File: src/rtl/mbist_march_ctrl_if.sv
// rtl/mbist_march_ctrl_if.sv - controller-to-memory and control/status bundle for the March C- BIST
interface mbist_march_ctrl_if #(
    parameter int DATA_WIDTH = 8,
    parameter int ADDR_WIDTH = 4
);
    logic                  start;
    logic                  busy;
    logic                  done;
    logic                  fail;
    logic [ADDR_WIDTH-1:0] fail_addr;
    logic [2:0]            fail_elem;
    logic                  write_read;
    logic [ADDR_WIDTH-1:0] address;
    logic [DATA_WIDTH-1:0] wdata;
    logic [DATA_WIDTH-1:0] rdata;

    modport master (
        input  start, rdata,
        output busy, done, fail, fail_addr, fail_elem, write_read, address, wdata
    );

    modport slave (
        output start, rdata,
        input  busy, done, fail, fail_addr, fail_elem, write_read, address, wdata
    );
endinterface

File: src/rtl/mbist_march_ctrl.sv
// rtl/mbist_march_ctrl.sv - March C- memory BIST controller with 2-cycle read compare pipeline
module mbist_march_ctrl #(
    parameter int DATA_WIDTH = 8,
    parameter int ADDR_WIDTH = 4,
    parameter int LAST_ADDR  = 15
) (
    input  logic                clk,
    input  logic                rst_n,
    mbist_march_ctrl_if.master  bus
);
    typedef enum logic [2:0] {S_IDLE, S_SETUP, S_RUN, S_DRAIN, S_DONE} state_t;

    localparam logic [ADDR_WIDTH-1:0] LAST = ADDR_WIDTH'(LAST_ADDR);
    localparam logic [ADDR_WIDTH-1:0] ONE  = ADDR_WIDTH'(1);
    localparam logic [DATA_WIDTH-1:0] ONES = '1;

    state_t                state, state_next;
    logic [2:0]            elem;
    logic [ADDR_WIDTH-1:0] addr;
    logic                  phase;      // two-op elements: 0 = read slot, 1 = write slot
    logic                  drain_cnt;
    logic [DATA_WIDTH-1:0] wdata_q;

    // Compare pipeline: stage 0 holds the read issued last cycle, stage 1 is compared now
    logic                  v0, v1;
    logic [DATA_WIDTH-1:0] exp0, exp1;
    logic [ADDR_WIDTH-1:0] pa0, pa1;
    logic [2:0]            pe0, pe1;
    logic                  fail_q;
    logic [ADDR_WIDTH-1:0] fail_addr_q;
    logic [2:0]            fail_elem_q;

    logic                  elem_down, elem_two, at_end, last_op, rd_op;
    logic [DATA_WIDTH-1:0] rd_exp;
    logic [2:0]            nxt_elem;
    logic [ADDR_WIDTH-1:0] nxt_first;
    logic [DATA_WIDTH-1:0] nxt_wval;

    assign elem_down = (elem == 3'd3) || (elem == 3'd4);
    assign elem_two  = (elem >= 3'd1) && (elem <= 3'd4);
    assign at_end    = elem_down ? (addr == '0) : (addr == LAST);
    assign last_op   = at_end && (!elem_two || phase);
    assign rd_op     = (state == S_RUN) && (elem != 3'd0) && !(elem_two && phase);
    assign rd_exp    = ((elem == 3'd2) || (elem == 3'd4)) ? ONES : '0;
    assign nxt_elem  = elem + 3'd1;
    assign nxt_first = ((nxt_elem == 3'd3) || (nxt_elem == 3'd4)) ? LAST : '0;
    assign nxt_wval  = ((nxt_elem == 3'd1) || (nxt_elem == 3'd3)) ? ONES : '0;

    // State register
    always_ff @(posedge clk or negedge rst_n) begin
        if (!rst_n) state <= S_IDLE;
        else        state <= state_next;
    end

    // Next-state decode
    always_comb begin
        state_next = state;
        case (state)
            S_IDLE:  if (bus.start) state_next = S_SETUP;
            S_SETUP: state_next = S_RUN;
            S_RUN:   if (last_op) state_next = (elem == 3'd5) ? S_DRAIN : S_SETUP;
            S_DRAIN: if (drain_cnt) state_next = S_DONE;
            S_DONE:  state_next = S_IDLE;
            default: state_next = S_IDLE;
        endcase
    end

    // Memory op and status outputs; SETUP and the read slots issue reads
    always_comb begin
        bus.busy       = (state == S_SETUP) || (state == S_RUN) || (state == S_DRAIN);
        bus.done       = (state == S_DONE);
        bus.write_read = (state == S_RUN) && ((elem == 3'd0) || (elem_two && phase));
        bus.address    = ((state == S_SETUP) || (state == S_RUN)) ? addr : '0;
    end

    assign bus.wdata     = wdata_q;
    assign bus.fail      = fail_q;
    assign bus.fail_addr = fail_addr_q;
    assign bus.fail_elem = fail_elem_q;

    // Element/address sequencing; wdata is loaded on element entry and held throughout
    always_ff @(posedge clk or negedge rst_n) begin
        if (!rst_n) begin
            elem      <= 3'd0;
            addr      <= '0;
            phase     <= 1'b0;
            drain_cnt <= 1'b0;
            wdata_q   <= '0;
        end else begin
            case (state)
                S_IDLE: if (bus.start) begin
                    elem    <= 3'd0;
                    addr    <= '0;
                    phase   <= 1'b0;
                    wdata_q <= '0;
                end
                S_RUN: begin
                    if (last_op) begin
                        phase     <= 1'b0;
                        drain_cnt <= 1'b0;
                        if (elem != 3'd5) begin
                            elem    <= nxt_elem;
                            addr    <= nxt_first;
                            wdata_q <= nxt_wval;
                        end
                    end else if (elem_two && !phase) begin
                        phase <= 1'b1;
                    end else begin
                        phase <= 1'b0;
                        addr  <= elem_down ? addr - ONE : addr + ONE;
                    end
                end
                S_DRAIN: drain_cnt <= 1'b1;
                S_DONE:  addr <= '0;
                default: ;
            endcase
        end
    end

    // Read-compare pipeline and sticky first-failure capture
    always_ff @(posedge clk or negedge rst_n) begin
        if (!rst_n) begin
            v0 <= 1'b0; exp0 <= '0; pa0 <= '0; pe0 <= 3'd0;
            v1 <= 1'b0; exp1 <= '0; pa1 <= '0; pe1 <= 3'd0;
            fail_q      <= 1'b0;
            fail_addr_q <= '0;
            fail_elem_q <= 3'd0;
        end else begin
            v0 <= rd_op; exp0 <= rd_exp; pa0 <= addr; pe0 <= elem;
            v1 <= v0;    exp1 <= exp0;   pa1 <= pa0;  pe1 <= pe0;
            if (state == S_IDLE && bus.start) begin
                fail_q      <= 1'b0;
                fail_addr_q <= '0;
                fail_elem_q <= 3'd0;
            end else if (v1 && (bus.rdata != exp1) && !fail_q) begin
                fail_q      <= 1'b1;
                fail_addr_q <= pa1;
                fail_elem_q <= pe1;
            end
        end
    end
endmodule

File: src/flat_wrapper.sv
// flat-port wrapper written by rule: the top's interface ports become plain ports
module mbist_march_ctrl_flat 
#(
    parameter int DATA_WIDTH = 8,
    parameter int ADDR_WIDTH = 4,
    parameter int LAST_ADDR  = 15
)
  (clk, rst_n, bus_start, bus_rdata, bus_busy, bus_done, bus_fail, bus_fail_addr, bus_fail_elem, bus_write_read, bus_address, bus_wdata);
  mbist_march_ctrl_if #(.DATA_WIDTH(DATA_WIDTH), .ADDR_WIDTH(ADDR_WIDTH)) bus_i ();
  input  logic clk;
  input  logic rst_n;
  input wire logic [$bits(bus_i.start)-1:0] bus_start;
  input wire logic [$bits(bus_i.rdata)-1:0] bus_rdata;
  output wire logic [$bits(bus_i.busy)-1:0] bus_busy;
  output wire logic [$bits(bus_i.done)-1:0] bus_done;
  output wire logic [$bits(bus_i.fail)-1:0] bus_fail;
  output wire logic [$bits(bus_i.fail_addr)-1:0] bus_fail_addr;
  output wire logic [$bits(bus_i.fail_elem)-1:0] bus_fail_elem;
  output wire logic [$bits(bus_i.write_read)-1:0] bus_write_read;
  output wire logic [$bits(bus_i.address)-1:0] bus_address;
  output wire logic [$bits(bus_i.wdata)-1:0] bus_wdata;
  assign bus_i.start = bus_start;
  assign bus_i.rdata = bus_rdata;
  assign bus_busy = bus_i.busy;
  assign bus_done = bus_i.done;
  assign bus_fail = bus_i.fail;
  assign bus_fail_addr = bus_i.fail_addr;
  assign bus_fail_elem = bus_i.fail_elem;
  assign bus_write_read = bus_i.write_read;
  assign bus_address = bus_i.address;
  assign bus_wdata = bus_i.wdata;
  mbist_march_ctrl #(.DATA_WIDTH(DATA_WIDTH), .ADDR_WIDTH(ADDR_WIDTH), .LAST_ADDR(LAST_ADDR)) u_core (.clk(clk), .rst_n(rst_n), .bus(bus_i));
endmodule
File: config.mk
export PLATFORM = sky130hd
export DESIGN_NAME = mbist_march_ctrl_flat
export DESIGN_NICKNAME = d
export VERILOG_FILES = /design/src/rtl/mbist_march_ctrl_if.sv /design/src/rtl/mbist_march_ctrl.sv /design/src/flat_wrapper.sv
export SDC_FILE = /design/constraint.sdc
export NUM_CORES = 1
export LEC_CHECK = 0
export BUFFER_PORTS_ARGS = -buffer_cell sky130_fd_sc_hd__buf_2
export CAP_MARGIN = 20
export CORE_ASPECT_RATIO = 2
export CORE_MARGIN = 1.5
export CORE_UTILIZATION = 46
export DETAILED_ROUTE_END_ITERATION = 16
export PLACE_DENSITY = 0.71
export SLEW_MARGIN = 40
export SYNTH_ARGS = -nofsm -noshare
export SYNTH_HDL_FRONTEND = slang
export SYNTH_SLANG_ARGS = --single-unit
File: constraint.sdc
create_clock -name clk -period 2.8 [get_ports clk]
set_clock_uncertainty 0.15 [all_clocks]
set_input_delay 0 -clock clk [delete_from_list [all_inputs] [get_ports clk]]
set_output_delay 0 -clock clk [all_outputs]
set_load 0.05 [all_outputs]
# Word-level counts from Yosys, hierarchy flattened
# Cells that the tools add are included.
dict set report word_totals {
  reg_bits 60
  input_bits 11
  out_inout_bits 23
}
dict set report op_classes {
  add_sub_neg 3
  order_cmp 2
  eq_ne 20
  muxes 36
  n_reduce_logical 35
}
# op n
set op_table {}
lappend op_table {{two-way mux 8 bit} 5}
lappend op_table {{two-way mux 4 bit} 9}
lappend op_table {{two-way mux 3 bit} 8}
lappend op_table {{case mux 8 bit (2 select lines)} 1}
lappend op_table {{== test 3 x 2 -> 1 bit, second input constant} 5}
lappend op_table {{== test 3 bit, second input constant} 4}
lappend op_table {{case mux 3 bit (4 select lines)} 1}
lappend op_table {{case mux 4 bit (3 select lines)} 1}
lappend op_table {{logical AND 1 bit} 10}
lappend op_table {{logical OR 1 bit} 8}
lappend op_table {{inequality test 8 bit} 1}
lappend op_table {{AND reduction 4 bit} 2}
lappend op_table {{two-way mux 1 bit} 7}
lappend op_table {{== test 3 x 1 -> 1 bit, second input constant} 2}
lappend op_table {{logical NOT 3 bit} 2}
lappend op_table {{inequality test 3 bit, second input constant} 2}
lappend op_table {{case mux 3 bit (2 select lines)} 1}
lappend op_table {{nonzero test 2 bit} 3}
lappend op_table {{nonzero test 3 bit} 2}
lappend op_table {{adder 4 x 1 -> 4 bit, second input constant} 1}
lappend op_table {{== test 4 bit, second input constant} 1}
lappend op_table {{logical NOT 1 bit} 4}
lappend op_table {{logical NOT 4 bit} 1}
lappend op_table {{inequality test 2 x 1 -> 1 bit, second input constant} 2}
lappend op_table {{10 further kinds} 13}

# Logic depth before layout (Yosys ltp)
# Gate-level depths: netlist (run 1).
dict set report logic_depth {
  ltp_word 7
  mapped_depth 9
  depth_no_buf 9
}

# Worst setup path before layout (run 1)
# OpenSTA, ideal clock, no wires.
dict set report synth_timing {
  path_type {register -> register}
  start {register u_core.elem[0]}
  end {register u_core.addr[3]}
  setup_time_ns 0.121
  t_arrival_ns 2.337
  path_slack_ns 0.192
  stages_incl_launch_ff 10
  n_path_buf 0
  synth_period_minus_slack_ns 2.608
  cell_sequence {dfrtp_1 -> ha_1 -> and2b_1 -> a21o_2 -> ha_1 -> a21o_1 -> a21oi_1 -> xor2_1 -> mux2_2 -> a22o_1}
}
dict set report synth_between {
  elab_chain_len 7
  elab_cells_between_ends 25
}
# element line_no
set synth_rtl {}
lappend synth_rtl {{start, declared} mbist_march_ctrl.sv:18} ;# logic [2:0] elem;
lappend synth_rtl {{start signal, assigned} mbist_march_ctrl.sv:102} ;# elem <= nxt_elem;
lappend synth_rtl {{adder 3 x 1 -> 3 bit, or another cell as far along} mbist_march_ctrl.sv:45} ;# assign nxt_elem = elem + 3'd1;
lappend synth_rtl {{== test 3 x 2 -> 1 bit, or another cell as far along} mbist_march_ctrl.sv:46} ;# assign nxt_first = ((nxt_elem == 3'd3) || (nxt_elem == 3'd4)) ? LAST : '0;
lappend synth_rtl {{logical OR 1 bit or logical NOT 1 bit (tied branches)} {mbist_march_ctrl.sv:46, mbist_march_ctrl.sv:42}}
lappend synth_rtl {{two-way mux 4 bit or logical OR 1 bit (tied branches)} {mbist_march_ctrl.sv:46, mbist_march_ctrl.sv:42}}
lappend synth_rtl {{two-way mux 4 bit or logical AND 1 bit (tied branches)} {mbist_march_ctrl.sv:101, mbist_march_ctrl.sv:42}}
lappend synth_rtl {{two-way mux 4 bit, or another cell as far along} mbist_march_ctrl.sv:98} ;# if (last_op) begin
lappend synth_rtl {{case mux 4 bit (3 select lines) or AND reduction 4 bit (tied branches)} --}
lappend synth_rtl {{end signal, assigned} mbist_march_ctrl.sv:103} ;# addr <= nxt_first;
lappend synth_rtl {{end signal, assigned} mbist_march_ctrl.sv:110} ;# addr <= elem_down ? addr - ONE : addr + ONE;
lappend synth_rtl {{end, declared} mbist_march_ctrl.sv:19} ;# logic [ADDR_WIDTH-1:0] addr;
# Parallel ways exist; a longest one is shown, timed or not. The select of a mux whose other input is x is not followed.
# A chain may end at the register's enable or synchronous reset.

# Worst setup path after layout (run 1)
# Ends and elaborated chain as after synthesis.

==> impl_metrics.yaml, run 1 <==
run_status:
  status: "complete, no violations"
routing:
  first_iter_violations: 27
  firstDrtPassIters: 4
  vias: 1455
  antenna_left: 0
  viasPerCell: 5.27
  routedWlPerCell_um: 13.4
  drc_errors: 0
  totalWireLength_um: 3710
final_layout:
  postLayoutCoreUtil_pct: 55.6
  antenna_cells: 0
  area_delta_synth_final_pct: 17.2
  instances_no_fill: 276
  layout.nets: 243
  drive_gt1_share_pct: 27.7
  fillCellCount: 362
  finalInstanceArea_um2: 2270
logic_synthesis:
  synth_area_per_cell_um2: 10.4
  synth.most_common_cell: "dfrtp_1"
  synth_seq_cells: 39
  yosysWarningCount: 0
  syn_nets: 205
  synth_top_area_share_pct: 50.3
  synth_edf_count: 0
  postSynthCellCount: 186
  synth.distinct_cells: 48
  yosys.area.top_type: "dfrtp_1"
  synthTopCellsByCount: "dfrtp_1, nand2_1, o21ai_0, nor2_1, nand3_1"
  yosysSeqAreaShare_pct: 50.3
  syn-cell-area_um2: 1940
  synth-async-reset-ratio_pct: 100
  synthFlopType: "dfrtp_1"
  yosys-top-cells-area: "dfrtp_1, ha_1, o21ai_0, buf_4, nand2_1"
worst_setup_path:
  crit_chain: "ha_1 -> and2b_1 -> a21o_2 -> ha_1 -> a21o_1 -> a21oi_2 -> xor2_1 -> mux2_2 -> a22o_1"
  cp.arrival_ns: 2.68
  cp_common_cell: "ha_1"
  worstPathRequired_ns: 2.83
  cpPeakStageDelay_ns: 0.46
  cp_max_fo: 7
  start_kind: "flop"
  crit_type: "flop to flop"
  path_buf_inv: 0
  endpoint_kind: "flop"
  crit_path_top_delay_cell: "dfrtp_2"
  crit_family: "compound AO/OA/AOI/OAI gates"
floorplan:
  initial_utilization_pct: 47.5
  rows: 33
  core_area_um2: 4090
  ioPinCount: 34
  die_width_um: 48.9
  fp.dieH_um: 94.9
  die_area_um2: 4640
placed_design:
  dp_hpwl_um: 2800
  place_inst: 264
  place_congestion: 0.895
  place_area_um2: 2130
  numPortBuffers: 33
grt:
  antenna_found_initial: 0
  grt_usage_pct: 17.7
  grt_max_degree: 40
  grt_pass1_vias: 1393
  grt_overflow: 0
  grt_first_pass_wirelength_um: 6260
hold_path:
  hold_path_class: "primary input to flop"
timing:
  finalHoldViolations: 0
  period_share_pct: 94.6
  fin_crit_ns: 2.65
  relSlewSlack_pct: 55.9
  drv_slew: 0
  fin_tns_setup_ns: 0
  whs_ns: 0.0223
  rsz0062_at_grt: "false"
  finalSetupViolCount: 0
  worst-slew-pin-transition_ns: 0.656
  max_freq_mhz: 377
clocking:
  cts_buffers: 5
  post-cts-setup-buffers: 0
  clockBufferDepth: 2
  ctsHtreeMaxLevel: 2
  cts.sinks: 39
  cts_tree: "built"
  clock-root-buffer: "clkbuf_8"
  insertion_delay_ns: 0.28
  cts.reportedPaths.clkPinSlew_ns: 0.07
power:
  ir_worst_vdd_uv: 556
  power.density_nw_per_um2: 1200
  leakagePower_uw: 0.00112
job:
  cap_violations: 0
[worst register-to-register path: stages, from the launching register on]
cell and delay [ns]:
dfrtp_2 0.46, ha_1 0.22, and2b_1 0.18, a21o_2 0.23, ha_1 0.28, a21o_1 0.19, a21oi_2 0.14, xor2_1 0.16
mux2_2 0.34, a22o_1 0.17
[final timing paths]
check | cells past startpoint | to | slack (ns) | start
min in group asynchronous | 2 | u_core.pa0[3]$_DFF_PN0_ | 0.07 | rst_n
max in group asynchronous | 2 | u_core.elem[0]$_DFFE_PN0P_ | 2.07 | rst_n
setup / recovery | 9 | u_core.addr[3]$_DFFE_PN0P_ | 0.15 | u_core.elem[0]$_DFFE_PN0P_
setup reg to reg | 9 | u_core.addr[3]$_DFFE_PN0P_ | 0.15 | u_core.elem[0]$_DFFE_PN0P_
hold reg to reg | 0 | u_core.exp1[6]$_DFF_PN0_ | 0.20 | u_core.exp0[6]$_DFF_PN0_
hold / removal | 5 | u_core.bus.fail$_DFFE_PN0P_ | 0.02 | bus_rdata[6]
[cells by family (layout without fill, tap and decap cells)]
group,after synthesis,in the layout,share of synthesized area (%)
buffers and inverters,19,57,5.74
flip-flops,39,39,50.3
XOR/XNOR,3,3,1.35
multiplexers,5,5,3.22
AO/OA/AOI/OAI,43,43,14.6
AND/OR/NAND/NOR,69,69,19.3
adder cells (fa/ha/maj),8,8,5.54
[layout by cell type (no fill, tap or decap), types with 7 or more instances in the layout]
cell and count:
buf_2 32, ha_1 7, a21oi_1 8, nor2_1 11, nand3_1 10, nor3_1 7, nand2_1 14, buf_4 7
dfrtp_1 37, o21ai_0 14
[where the power goes]
group	switching (uW)	total (uW)	internal (uW)
registers	150	890	741
logic	989	1460	474
clock network	181	374	193
total	1320	2730	1410
[sequential cells by signal, indices dropped and copies added (netlist names), 3 cells and up]
name,flops
u_core.bus.fail_addr,4
u_core.pe1,3
u_core.pe0,3
u_core.bus.fail_elem,3
u_core.addr,4
u_core.state,3
u_core.pa0,4
u_core.elem,3
u_core.pa1,4
[through the flow]
| stage | total power (uW) | worst slack (ns) |
|---|---|---|
| 4_1_cts | 2740 | 0.107 |
| 3_5_place_dp | 2350 | 0.140 |
| 5_1_grt | 2910 | 0.0185 |
| 6_report | 2730 | 0.151 |
| 2_1_floorplan | 2060 | 0.192 |
| 3_3_place_gp | 2330 | 0.174 |
[per-layer routing]
layer	wire [um]	track usage, %
met5	0	0
met4	152	12.6
met3	63	2.37
met2	1980	30.1
met1	1510	20.2
[cell type report]
class	count	area (um2)	area share, %
Clock buffer	6	82.6	3.63
Clock inverter	1	5.00	0.220
Inverter	6	22.5	0.991
Multi-Input combinational cell	128	857	37.7
Sequential cell	39	978	43.0
Tap cell	52	65.1	2.86
Timing Repair Buffer	44	263	11.6
[what timing repair did]
action                                  CTS  global route
hold buffers                              5             0
resized for setup                         0             3
endpoints found under the hold margin    41             0
endpoints found under the setup margin    0             1
(Power assumes the default switching activity.)
==> run 2, diff against run 1 <==
--- a/config.mk
+++ b/config.mk
@@ -10,8 +10,9 @@
 export CORE_ASPECT_RATIO = 2
 export CORE_MARGIN = 1.5
 export CORE_UTILIZATION = 46
+export CTS_CLUSTER_DIAMETER = 120
 export DETAILED_ROUTE_END_ITERATION = 16
-export PLACE_DENSITY = 0.71
+export PLACE_DENSITY = 0.7
 export SLEW_MARGIN = 40
 export SYNTH_ARGS = -nofsm -noshare
 export SYNTH_HDL_FRONTEND = slang
==> constraint.sdc (replaced) <==
create_clock -name clk -period 2.3 [get_ports clk]
set_clock_uncertainty 0.15 [all_clocks]
set_input_delay 0 -clock clk [delete_from_list [all_inputs] [get_ports clk]]
set_output_delay 0 -clock clk [all_outputs]
set_load 0.05 [all_outputs]
==> run 2 against run 1 <==
Net effect: the run now ends with setup timing left; critical path depth did not move; non-clock buffer count is 24 higher; count of clock-buffer cells in the layout did not move; total power is 38% higher; cell area grew 13%; via count is 9.3% higher; clock power rose by 56%; worst setup slack got worse by 0.27 ns; wire length increased by 19%; core utilization increased by 7.0 points; register-to-register slack lost 0.27 ns; largest cell class unchanged.
==> impl_metrics.yaml, run 2 (same netlist as run 1, synthesis figures left out) <==
grt:
  grt_pass1_vias: 1631
  grt_overflow: 0
  antenna_found_initial: 0
  grt_max_degree: 25
  grt_usage_pct: 20.7
  grt_first_pass_wirelength_um: 7180
worst_setup_path:
  start_kind: "flop"
  r2r_cells: 9
  endpoint_kind: "flop"
  cp.arrival_ns: 2.45
  reg2reg_from: "u_core.elem[0]$_DFFE_PN0P_"
  cp_max_fo: 4
  worstPathRequired_ns: 2.33
  rrSetupSlack_ns: -0.12
  cp-startpoint: "u_core.elem[0]$_DFFE_PN0P_"
  r2r_end: "u_core.addr[3]$_DFFE_PN0P_"
  crit_type: "flop to flop"
clocking:
  clock-root-buffer: "clkbuf_8"
  cts_tree: "built"
  clockBufferDepth: 2
  cts.sinks: 39
  ctsHtreeMaxLevel: 2
  cts.reportedPaths.clkPinSlew_ns: 0.07
  insertion_delay_ns: 0.29
  cts_buffers: 5
timing:
  worst-slew-pin-transition_ns: 0.477
  max_freq_mhz: 413
  rsz0062_at_grt: "true"
  finalHoldViolations: 0
  fin_crit_ns: 2.42
  fin_tns_setup_ns: -0.122
  relSlewSlack_pct: 68.0
  finalSetupViolCount: 1
  drv_slew: 0
  period_share_pct: 105
  setup_ws_ns: -0.122
floorplan:
  fp.dieH_um: 94.9
  die_width_um: 48.9
  rows: 33
  ioPinCount: 34
  die_area_um2: 4640
  initial_utilization_pct: 47.5
  core_area_um2: 4090
final_layout:
  fillCellCount: 344
  drive_gt1_share_pct: 37.3
  layout.nets: 267
  register_area_um2: 976
  final_common_cell: "dfrtp_1"
  finalInstanceArea_um2: 2560
  multiInputGateArea_um2: 911
  antenna_cells: 0
  mostFrequentLayoutCells: "dfrtp_1, buf_2, buf_4"
  area_delta_synth_final_pct: 31.9
power:
  p_int_uw: 2040
  leakagePower_uw: 0.00127
  clkPwrFrac_pct: 15.5
  swShare_pct: 46.0
  pwr-share-seq_pct: 27.7
  total_power_uw: 3770
  p_switching_uw: 1740
  p_comb_share_pct: 56.8
  ir_worst_vdd_uv: 752
  power.density_nw_per_um2: 1470
routing:
  routedWlPerCell_um: 14.6
  first_iter_violations: 40
  antenna_left: 0
  viasPerCell: 5.28
  vias: 1590
  drc_errors: 0
  totalWireLength_um: 4400
  firstDrtPassIters: 4
placed_design:
  place_area_um2: 2310
  dp_hpwl_um: 3300
  numPortBuffers: 33
  pre_cts_ws_ns: -0.139
  place_congestion: 0.871
job:
  cap_violations: 0
run_status:
  status: "complete, but fails checks"
  violations: "setup timing"
hold_path:
  hold_path_class: "primary input to async pin"
==> run 2: changes by cell type in the layout (fill, tap and decap cells not counted), sizes merged <==
| cell | delta |
|---|---|
| bufinv | +1 |
| buf | +24 |
==> run 2: worst max-delay path by stage <==
| stage | endpoint | slack [ns] | depth (start not counted) |
|---|---|---|---|
| floorplan | u_core.addr[3]$_DFFE_PN0P_ | -0.16 | 9 |
| global placement | u_core.addr[3]$_DFFE_PN0P_ | -0.09 | 9 |
| detailed placement | u_core.addr[3]$_DFFE_PN0P_ | -0.14 | 9 |
| CTS | u_core.addr[3]$_DFFE_PN0P_ | -0.14 | 9 |
| global route | u_core.addr[3]$_DFFE_PN0P_ | -0.19 | 9 |
| finish | u_core.addr[3]$_DFFE_PN0P_ | -0.12 | 9 |
==> run 2: stage by stage <==
step	hold slack (ns)	util [%]	cells
final	0.0157	62.6	301
after global routing	0.0379	62.6	301
after CTS	0.0198	61.4	299
after detailed placement	-0.203	56.5	283
after global placement	-0.00464	55.8	282
after floorplan	-0.446	-	186
==> run 2: worst max-delay path: stages (launching register included) <==
cell and delay [ns]:
dfrtp_1 0.41, ha_2 0.20, and2b_1 0.17, a21o_4 0.21, ha_4 0.21, a21o_1 0.15, a21oi_2 0.13, xor2_1 0.20
mux2_4 0.32, a22o_1 0.17
==> run 2: area by class of cell <==
cell class / count / area share [%]
Sequential cell: 39 / 38.1
Multi-Input combinational cell: 128 / 35.6
Timing Repair Buffer: 68 / 18.2
Clock buffer: 6 / 3.23
Tap cell: 52 / 2.54
Clock inverter: 2 / 1.37
Inverter: 6 / 0.880
==> run 2: repair_timing <==
item                       CTS  global route
hold buffers                 5             0
hold endpoints to repair    41             0
setup endpoints to repair    5            10
buffers inserted             3             2
gates resized for setup      3             9
pin swaps                    3             6
gates cloned                 0             0
==> run 2: power groups by stage <==
stage,combinational (uW),clock [uW],sequential (uW)
after floorplan,1340,0,1190
after global placement,1970,0,1040
after detailed placement,2000,0,1050
after CTS,2060,598,1040
after global routing,2300,630,1070
final,2140,585,1040
==> run 2: routing by layer <==
metal | routed length, um | track usage [%] | vias to the layer above
met5 | 0 | 0 | -
met4 | 158 | 11.9 | 0
met3 | 161 | 4.27 | 12
met2 | 2430 | 39.0 | 44
met1 | 1650 | 20.5 | 754
li1 | - | - | 780
